$ cat config.mk
export PLATFORM = sky130hd
export DESIGN_NAME = parking_gate_ctrl
export DESIGN_NICKNAME = d
export VERILOG_FILES = /design/src/rtl/parking_gate_ctrl.sv
export SDC_FILE = /design/constraint.sdc
export NUM_CORES = 1
export LEC_CHECK = 0
export BUFFER_PORTS_ARGS = -buffer_cell sky130_fd_sc_hd__buf_2
export CAP_MARGIN = 20
export CORE_ASPECT_RATIO = 0.75
export CORE_MARGIN = 3
export CORE_UTILIZATION = 45
export DETAILED_ROUTE_END_ITERATION = 8
export PLACE_DENSITY_LB_ADDON = 0.25
export RECOVER_POWER = 25
export SYNTH_ARGS = -nofsm -noshare
export SYNTH_HDL_FRONTEND = slang
export SYNTH_SLANG_ARGS = --single-unit
$ cat constraint.sdc
create_clock -name clk -period 5 [get_ports clk]
set_input_delay 1 -clock clk [delete_from_list [all_inputs] [get_ports clk]]
set_output_delay 1 -clock clk [all_outputs]
set_load 0.1 [all_outputs]
$ cat src/rtl/parking_gate_ctrl.sv
// Parking lot entry/exit sequencer: occupancy tracking, password-gated entry,
// gate drive and seven-segment message select (00 Full, 01 Enter, 10 Error, 11 blank).
// Optional lockout after three consecutive password failures: PARKING_LOCKOUT_EN.
module parking_gate_ctrl #(
  parameter int unsigned CAPACITY   = 8,
  parameter logic [3:0]  PW         = 4'b1010,
  parameter int unsigned MSG_HOLD   = 50_000_000,
  parameter int unsigned PW_TIMEOUT = 250_000_000,
  localparam int unsigned OccW      = $clog2(CAPACITY + 1)
) (
  input  logic            clk,
  input  logic            rst,
  input  logic            enter_req,
  input  logic            exit_req,
  input  logic [3:0]      pw_in,
  input  logic            pw_valid,
  output logic [1:0]      segstate,
  output logic            gate_open,
  output logic [OccW-1:0] occupancy,
  output logic            full
);

  localparam logic [31:0]     HoldLast = 32'(MSG_HOLD - 1);
  localparam logic [31:0]     PwLast   = 32'(PW_TIMEOUT - 1);
  localparam logic [OccW-1:0] OccOne   = OccW'(1);
  localparam logic [OccW-1:0] OccCap   = OccW'(CAPACITY);
`ifdef PARKING_LOCKOUT_EN
  localparam logic [31:0]     LockLast = 32'(4 * MSG_HOLD - 1);
`endif

  typedef enum logic [2:0] {
    StIdle,
    StWaitPw,
    StEnter,
    StError
`ifdef PARKING_LOCKOUT_EN
    , StLock
`endif
  } state_e;

  state_e          state_q, state_d;
  logic [31:0]     timer_q, timer_d;
  logic            prev_enter_q, prev_exit_q;
  logic [1:0]      segstate_q, segstate_d;
  logic            gate_open_q, gate_open_d;
  logic [OccW-1:0] occupancy_q, occupancy_d;
  logic            full_q, full_d;
`ifdef PARKING_LOCKOUT_EN
  logic [1:0]      fail_cnt_q, fail_cnt_d;
`endif

  logic enter_edge, exit_edge, pw_ok, pw_fail, inc, dec;

  // Next-state, occupancy and registered-output computation
  always_comb begin
    enter_edge = enter_req & ~prev_enter_q;
    exit_edge  = exit_req & ~prev_exit_q;
    pw_ok      = pw_valid && (pw_in == PW);
    // A pw_valid on the timeout cycle takes priority over the timeout
    pw_fail    = pw_valid ? (pw_in != PW) : (timer_q == PwLast);
    state_d    = state_q;
    inc        = 1'b0;
`ifdef PARKING_LOCKOUT_EN
    fail_cnt_d = fail_cnt_q;
`endif

    case (state_q)
      StIdle: begin
        if (enter_edge && !full_q) state_d = StWaitPw;
      end
      StWaitPw: begin
        if (pw_ok) begin
          state_d = StEnter;
          inc     = 1'b1;
`ifdef PARKING_LOCKOUT_EN
          fail_cnt_d = 2'd0;
`endif
        end else if (pw_fail) begin
`ifdef PARKING_LOCKOUT_EN
          fail_cnt_d = fail_cnt_q + 2'd1;
          state_d    = (fail_cnt_q == 2'd2) ? StLock : StError;
`else
          state_d = StError;
`endif
        end
      end
      StEnter, StError: begin
        if (timer_q == HoldLast) state_d = StIdle;
      end
`ifdef PARKING_LOCKOUT_EN
      StLock: begin
        if (timer_q == LockLast) begin
          state_d    = StIdle;
          fail_cnt_d = 2'd0;
        end
      end
`endif
      default: state_d = StIdle;
    endcase

    // Timer restarts on every state change and idles at zero
    if ((state_d != state_q) || (state_q == StIdle)) timer_d = '0;
    else                                             timer_d = timer_q + 32'd1;

    dec = exit_edge && (occupancy_q != '0);
    case ({inc, dec})
      2'b10:   occupancy_d = occupancy_q + OccOne;
      2'b01:   occupancy_d = occupancy_q - OccOne;
      default: occupancy_d = occupancy_q;
    endcase
    full_d = (occupancy_d == OccCap);

    gate_open_d = (state_d == StEnter);
    case (state_d)
      StIdle:   segstate_d = full_d ? 2'b00 : 2'b11;
      StEnter:  segstate_d = 2'b01;
      StError:  segstate_d = 2'b10;
`ifdef PARKING_LOCKOUT_EN
      StLock:   segstate_d = 2'b10;
`endif
      default:  segstate_d = 2'b11;
    endcase
  end

  // State, timer, edge-detect and output registers with synchronous reset
  always_ff @(posedge clk) begin
    if (rst) begin
      state_q      <= StIdle;
      timer_q      <= '0;
      prev_enter_q <= 1'b0;
      prev_exit_q  <= 1'b0;
      segstate_q   <= 2'b11;
      gate_open_q  <= 1'b0;
      occupancy_q  <= '0;
      full_q       <= 1'b0;
`ifdef PARKING_LOCKOUT_EN
      fail_cnt_q   <= 2'd0;
`endif
    end else begin
      state_q      <= state_d;
      timer_q      <= timer_d;
      prev_enter_q <= enter_req;
      prev_exit_q  <= exit_req;
      segstate_q   <= segstate_d;
      gate_open_q  <= gate_open_d;
      occupancy_q  <= occupancy_d;
      full_q       <= full_d;
`ifdef PARKING_LOCKOUT_EN
      fail_cnt_q   <= fail_cnt_d;
`endif
    end
  end

  assign segstate  = segstate_q;
  assign gate_open = gate_open_q;
  assign occupancy = occupancy_q;
  assign full      = full_q;

endmodule

* Yosys cells after proc, flatten, opt, wreduce, memory -nomap -nowiden
Cells that the tools add are included.
** Operators by class
- $add $sub $neg :: 3
- Eq/ne operators :: 13
- Multiplexer cells :: 11
- Bitwise operators :: 4
- Reduce and logical (&&, ||, !) cells :: 10
** Operators by type and width (count)
- adder 32 x 1 -> 32 bit (second input constant) :: 1
- == test 32 x 26 -> 1 bit (second input constant) :: 1
- == test 32 x 28 -> 1 bit (second input constant) :: 1
- == test 3 x 2 -> 1 bit (second input constant) :: 4
- 2-to-1 mux 3 bit :: 4
- case mux 3 bit (3 select lines) :: 1
- == test 4 bit (second input constant) :: 2
- case mux 4 bit (2 select lines) :: 1
- zero test 3 bit :: 2
- case mux 2 bit (3 select lines) :: 1
- adder 4 x 1 -> 4 bit (second input constant) :: 1
- != test 4 bit (second input constant) :: 1
- nonzero test 4 bit :: 1
- OR reduction 2 bit :: 2
- subtractor 4 x 1 -> 4 bit (second input constant) :: 1
- == test 3 x 1 -> 1 bit (second input constant) :: 1
- logical AND 1 bit :: 3
- 2-to-1 mux 1 bit :: 3
- != test 3 bit :: 1
- AND 1 bit :: 2
- == test 2 x 1 -> 1 bit (second input constant) :: 1
- == test 2 bit (second input constant) :: 1
- 2-to-1 mux 2 bit :: 1
- NOT 1 bit :: 2
- 2 further kinds :: 2
** Word-level totals
- Register bits after elaboration :: 45
- Input bits :: 9
- Output and inout port bits :: 8
- Logic and storage cells :: 49

* Depth between registers and ports, before layout
- Depth in word-level cells :: 9
- Mapped depth :: 13
- Depth with buffers taken out :: 12

* Worst setup path before layout
No wires, ideal clock.
- Kind :: flip-flop to flip-flop
- Start point :: register occupancy_q[1] (netlist: occupancy[1])
- End point :: register segstate_q[1] (netlist: segstate[1])
- Setup time :: 0.120 ns
- Arrival :: 3.230 ns
- Data required time :: 4.880 ns
- Setup slack :: 1.650 ns
- Cell stages (with the launch flop) :: 14
- Buffers on the path :: 2
- Period minus slack after synthesis :: 3.350 ns
- Cells stage by stage :: dfxtp_1 > clkbuf_1 > nor4_1 > nor3b_1 > ha_1 > clkbuf_1 > xor2_1 > ha_1 > a21oi_1 > xor2_1 > nor2_1 > xnor2_1 > nand3b_1 > a211o_2
** Between the ends
- Cells in the longest elaborated chain, start to end :: 7
- Elaborated cells on any way between the ends :: 10
- Those cells by class :: add/sub: 2; eq/ne: 3; mux: 3; reduce/logical: 2
** RTL lines
- start: declaration :: RTL line 46 : logic [OccW-1:0] occupancy_q, occupancy_d;
- start signal: assignment :: RTL line 146 : occupancy_q <= occupancy_d;
- branches (longest 3 deep; another with subtractor 4 x 1 -> 4 bit)
- case mux 4 bit (2 select lines) * :: RTL line 106 : case ({inc, dec})
- == test 4 bit * :: RTL line 111 : full_d = (occupancy_d == OccCap);
- 2-to-1 mux 2 bit * :: RTL line 115 : StIdle: segstate_d = full_d ? 2'b00 : 2'b11;
- case mux 2 bit (3 select lines) * :: RTL line 114 : case (state_d)
- end signal: assignment :: RTL line 144 : segstate_q <= segstate_d;
- end: declaration :: RTL line 44 : logic [1:0] segstate_q, segstate_d;
Every way passes the cells marked *.
A chain may end at the register's enable or synchronous reset.

* Worst setup path after layout
- Start point :: input pw_in[2]
- End point :: register segstate_q[1] (netlist: segstate[1])
** Between the ends
- Cells in the longest elaborated chain, start to end :: 9
- Elaborated cells on any way between the ends :: 18
- Those cells by class :: eq/ne: 7; mux: 9; reduce/logical: 2
** RTL lines
- start: declaration :: RTL line 15 : input logic [3:0] pw_in,
- == test 4 bit :: RTL line 58 : pw_ok = pw_valid && (pw_in == PW);
- logical AND 1 bit :: RTL line 58
- 2-to-1 mux 1 bit :: RTL line 72 : if (pw_ok) begin
- 2-to-1 mux 1 bit :: RTL line 67 : case (state_q)
- == test 2 x 1 -> 1 bit or == test 2 bit (tied branches) :: RTL line 106
- case mux 4 bit (2 select lines) :: RTL line 106
- == test 4 bit :: RTL line 111
- 2-to-1 mux 2 bit :: RTL line 115
- case mux 2 bit (3 select lines) * :: RTL line 114
Every way passes the cells marked *; elsewhere a longest branch is shown, timed or not.

==> results.sh <==
export IMPL_run_status="finished, final reports clean"
export IMPL_gp_congestion=0.774
export IMPL_maxSlewHeadroom=0.227
export IMPL_crit_family="simple AND/OR/NAND/NOR gates"
export IMPL_num_rows=21
export IMPL_overflow=0
export IMPL_slowest_stage="a211o_2"
export IMPL_dp_hpwl_mm=2.78
export IMPL_ant_nets=0
export IMPL_crit_chain="buf_2, nand2b_1, nor3_1, nand2_1, ha_1, xor2_1, ha_1, a21oi_1, xor2_1, nor2_1, xnor2_1, nand3b_1, a211o_2"
export IMPL_grt_pass1_wl_mm=6.73
export IMPL_drc=0
export IMPL_final_fill_count=440
export IMPL_die_w_um=85.7
export IMPL_power_uw=601
export IMPL_top_level_ports=17
export IMPL_rsz0062_at_grt="no"
export IMPL_area_delta_synth_final_pct=7.18
export IMPL_die_y_um=65.8
export IMPL_synth_seq_cells=45
export IMPL_post_synth_cell_area_avg_um2=8.86
export IMPL_max_freq_mhz=326
export IMPL_post_cts_buffers=0
export IMPL_finalWorstSetupSlack_ns=1.94
export IMPL_endpoint_kind="register"
export IMPL_grt_util_all_layers=0.152
export IMPL_synth_cell_area_um2=2140
export IMPL_clk_pin_slew_ns=0.08
export IMPL_fin_setup_tns_ns=0
export IMPL_antenna_diode_count=0
export IMPL_finClkSkew_ns=0.00505
export IMPL_start_kind="primary input"
export IMPL_clk_path_buf_depth=2
export IMPL_cts_sinks=45
export IMPL_slowest_delay_ns=0.34
export IMPL_vias=1613
export IMPL_fin_crit_sh=0.613
export IMPL_period_needed_ns=3.06
export IMPL_start_util=0.474
export IMPL_power_per_cell_area_nw_per_um2=262
export IMPL_dp_slack_ns=1.63
export IMPL_numCtsBuffers=5
export IMPL_wirelength_mm=3.95
export IMPL_ys_types=42
export IMPL_port_buffers=16
export IMPL_worstMarginPinSlew_ns=1.16
export IMPL_layout_nets=270
export IMPL_cp_num_buf_inv=1
export IMPL_crit_arrival_ns=3.25
export IMPL_drv_cap=0
export IMPL_clock_root_buffer="clkbuf_8"
export IMPL_core_area_um2=4520
export IMPL_drive_above_1_share=0.0856
export IMPL_drtPass1Iterations=4
export IMPL_antenna_found_initial=0
export IMPL_dieArea_um2=5640
export IMPL_cts_tree="built"
export IMPL_critPathKind="primary input to register"
export IMPL_ctsHoldBuffers=0
export IMPL_grt_pass1_vias=1410
export IMPL_htreeDepth=2
export IMPL_ir_worst_vdd_uv=114
export IMPL_crit_fanout=6
export IMPL_ys_seq_area_frac=0.420
export IMPL_wl_per_cell_um=12.6
export IMPL_grt_max_degree=33
export IMPL_drtIter0Drc=71
export IMPL_hold_path_class="register to register"
export IMPL_netlist_instances=242
export IMPL_cts_repair_resized=0
export IMPL_synth_warnings=0
export IMPL_cp_required_ns=5.19
export IMPL_power_leakage_uw=0.000781
export IMPL_synth_fp_nets=255
export IMPL_hold_viol_final=0
export IMPL_clk_latency_ns=0.29
export IMPL_via_per_inst=5.14
export IMPL_setup_violations_final=0
export IMPL_slew_violations=0
per-stage QoR:
stage / utilization / hold slack, ns / cells / cell area, µm²
CTS: 0.513 / 0.452 / 314 / 2320
floorplan: - / 0.418 / 242 / 2140
global placement: 0.494 / 0.429 / 307 / 2230
finish: 0.508 / 0.446 / 314 / 2300
detailed placement: 0.494 / 0.435 / 307 / 2230
global route: 0.508 / 0.489 / 314 / 2300
synth_stat cells:
cell,instances,area [µm²]
a211o_2,1,10.0
a21boi_0,1,7.51
a21o_1,1,7.51
a21oi_1,2,10.0
a22o_1,1,8.76
a22oi_1,2,15.0
a31o_2,2,17.5
a31oi_1,2,12.5
and2_1,5,31.3
and2_4,1,8.76
and3_1,2,12.5
and3b_1,2,17.5
and4_1,4,35.0
and4_2,2,20.0
buf_4,1,7.51
buf_6,4,45.0
clkbuf_1,3,11.3
conb_1,1,3.75
dfxtp_1,45,901
ha_1,4,50.1
inv_1,3,11.3
mux2i_1,1,10.0
nand2_1,18,67.6
nand2b_1,3,18.8
nand3_1,10,50.1
nand3b_1,1,7.51
nand4_1,9,56.3
nor2_1,49,184
nor2b_1,4,25.0
nor3_1,6,30.0
nor3b_1,2,15.0
nor4_1,5,31.3
nor4_2,1,12.5
nor4b_1,2,17.5
o21ai_0,1,5.00
o21ai_4,1,16.3
o41ai_1,1,8.76
or4_1,1,7.51
or4_4,1,11.3
or4b_2,1,10.0
xnor2_1,12,105
xor2_1,24,210
worst paths after layout:
check | startpoint | endpoint | slack, ns | cells after the start
min | timer_q[0]$_SDFF_PP0_ | timer_q[0]$_SDFF_PP0_ | 0.45 | 1
min reg2reg | timer_q[0]$_SDFF_PP0_ | timer_q[0]$_SDFF_PP0_ | 0.45 | 1
max | pw_in[2] | segstate[1]$_SDFF_PP1_ | 1.94 | 13
max reg2reg | occupancy[1]$_SDFF_PP0_ | segstate[1]$_SDFF_PP1_ | 2.24 | 11
layer usage:
metal,track usage,up-vias,share of wire
met5,0,-,0
met4,0.0593,0,0.018
met3,0.0423,7,0.039
met2,0.192,28,0.35
met1,0.237,725,0.59
li1,-,853,-
cell type report:
cell class	count	area [µm²]	share of cell area
Clock buffer	7	86.3	0.0376
Inverter	3	11.3	0.00490
Tap cell	57	71.3	0.0310
Multi-Input combinational cell	186	1160	0.504
Timing Repair Buffer	16	70.1	0.0305
Sequential cell	45	901	0.392
where the power goes:
part,leakage [µW],switching [µW],internal [µW]
clock network,0.0000443,114,110
logic,0.000373,9.70,6.48
registers,0.000363,1.32,360
cells by family after synthesis:
logic type | Yosys count | synth area share
muxes | 1 | 0.00467
AOI/OAI and AO/OA | 15 | 0.0555
buffers and inverters | 11 | 0.0350
adders and majority gates | 4 | 0.0234
DFF | 45 | 0.420
and+or+nand+nor | 129 | 0.312
other | 1 | 0.00175
xor gates and xnor gates | 36 | 0.147
flip-flops by register name, summed over array words and instances (netlist names):
name / count
prev_enter_q: 1
occupancy: 4
timer_q: 32
state_q: 3
full: 1
gate_open: 1
prev_exit_q: 1
segstate: 2
worst reg2reg max path, cell delays in order (launching register included):
cell	delay, ns
dfxtp_1	0.49
nor4_1	0.11
nor3b_1	0.36
ha_1	0.36
xor2_1	0.10
ha_1	0.18
a21oi_1	0.14
xor2_1	0.15
nor2_1	0.06
xnor2_1	0.21
nand3b_1	0.15
a211o_2	0.34
cells in the final DEF, fill, tap and decap left out, types with 2 or more instances in the layout:
cell	netlist	routed
nor2_1	49	49
dfxtp_1	45	45
xor2_1	24	24
nand2_1	18	18
xnor2_1	12	12
nand3_1	10	10
nand4_1	9	9
clkbuf_1	3	9
buf_2	0	8
nor3_1	6	6
nor4_1	5	6
clkbuf_8	0	6
and2_1	5	5
nor2b_1	4	4
and4_1	4	4
ha_1	4	4
nand2b_1	3	3
inv_1	3	3
nor3b_1	2	2
or4_1	1	2
nor4b_1	2	2
a31o_2	2	2
and4_2	2	2
and3_1	2	2
a22oi_1	2	2
and3b_1	2	2
a21oi_1	2	2
a31oi_1	2	2
Note: power is estimated with default switching activity, not from simulation.
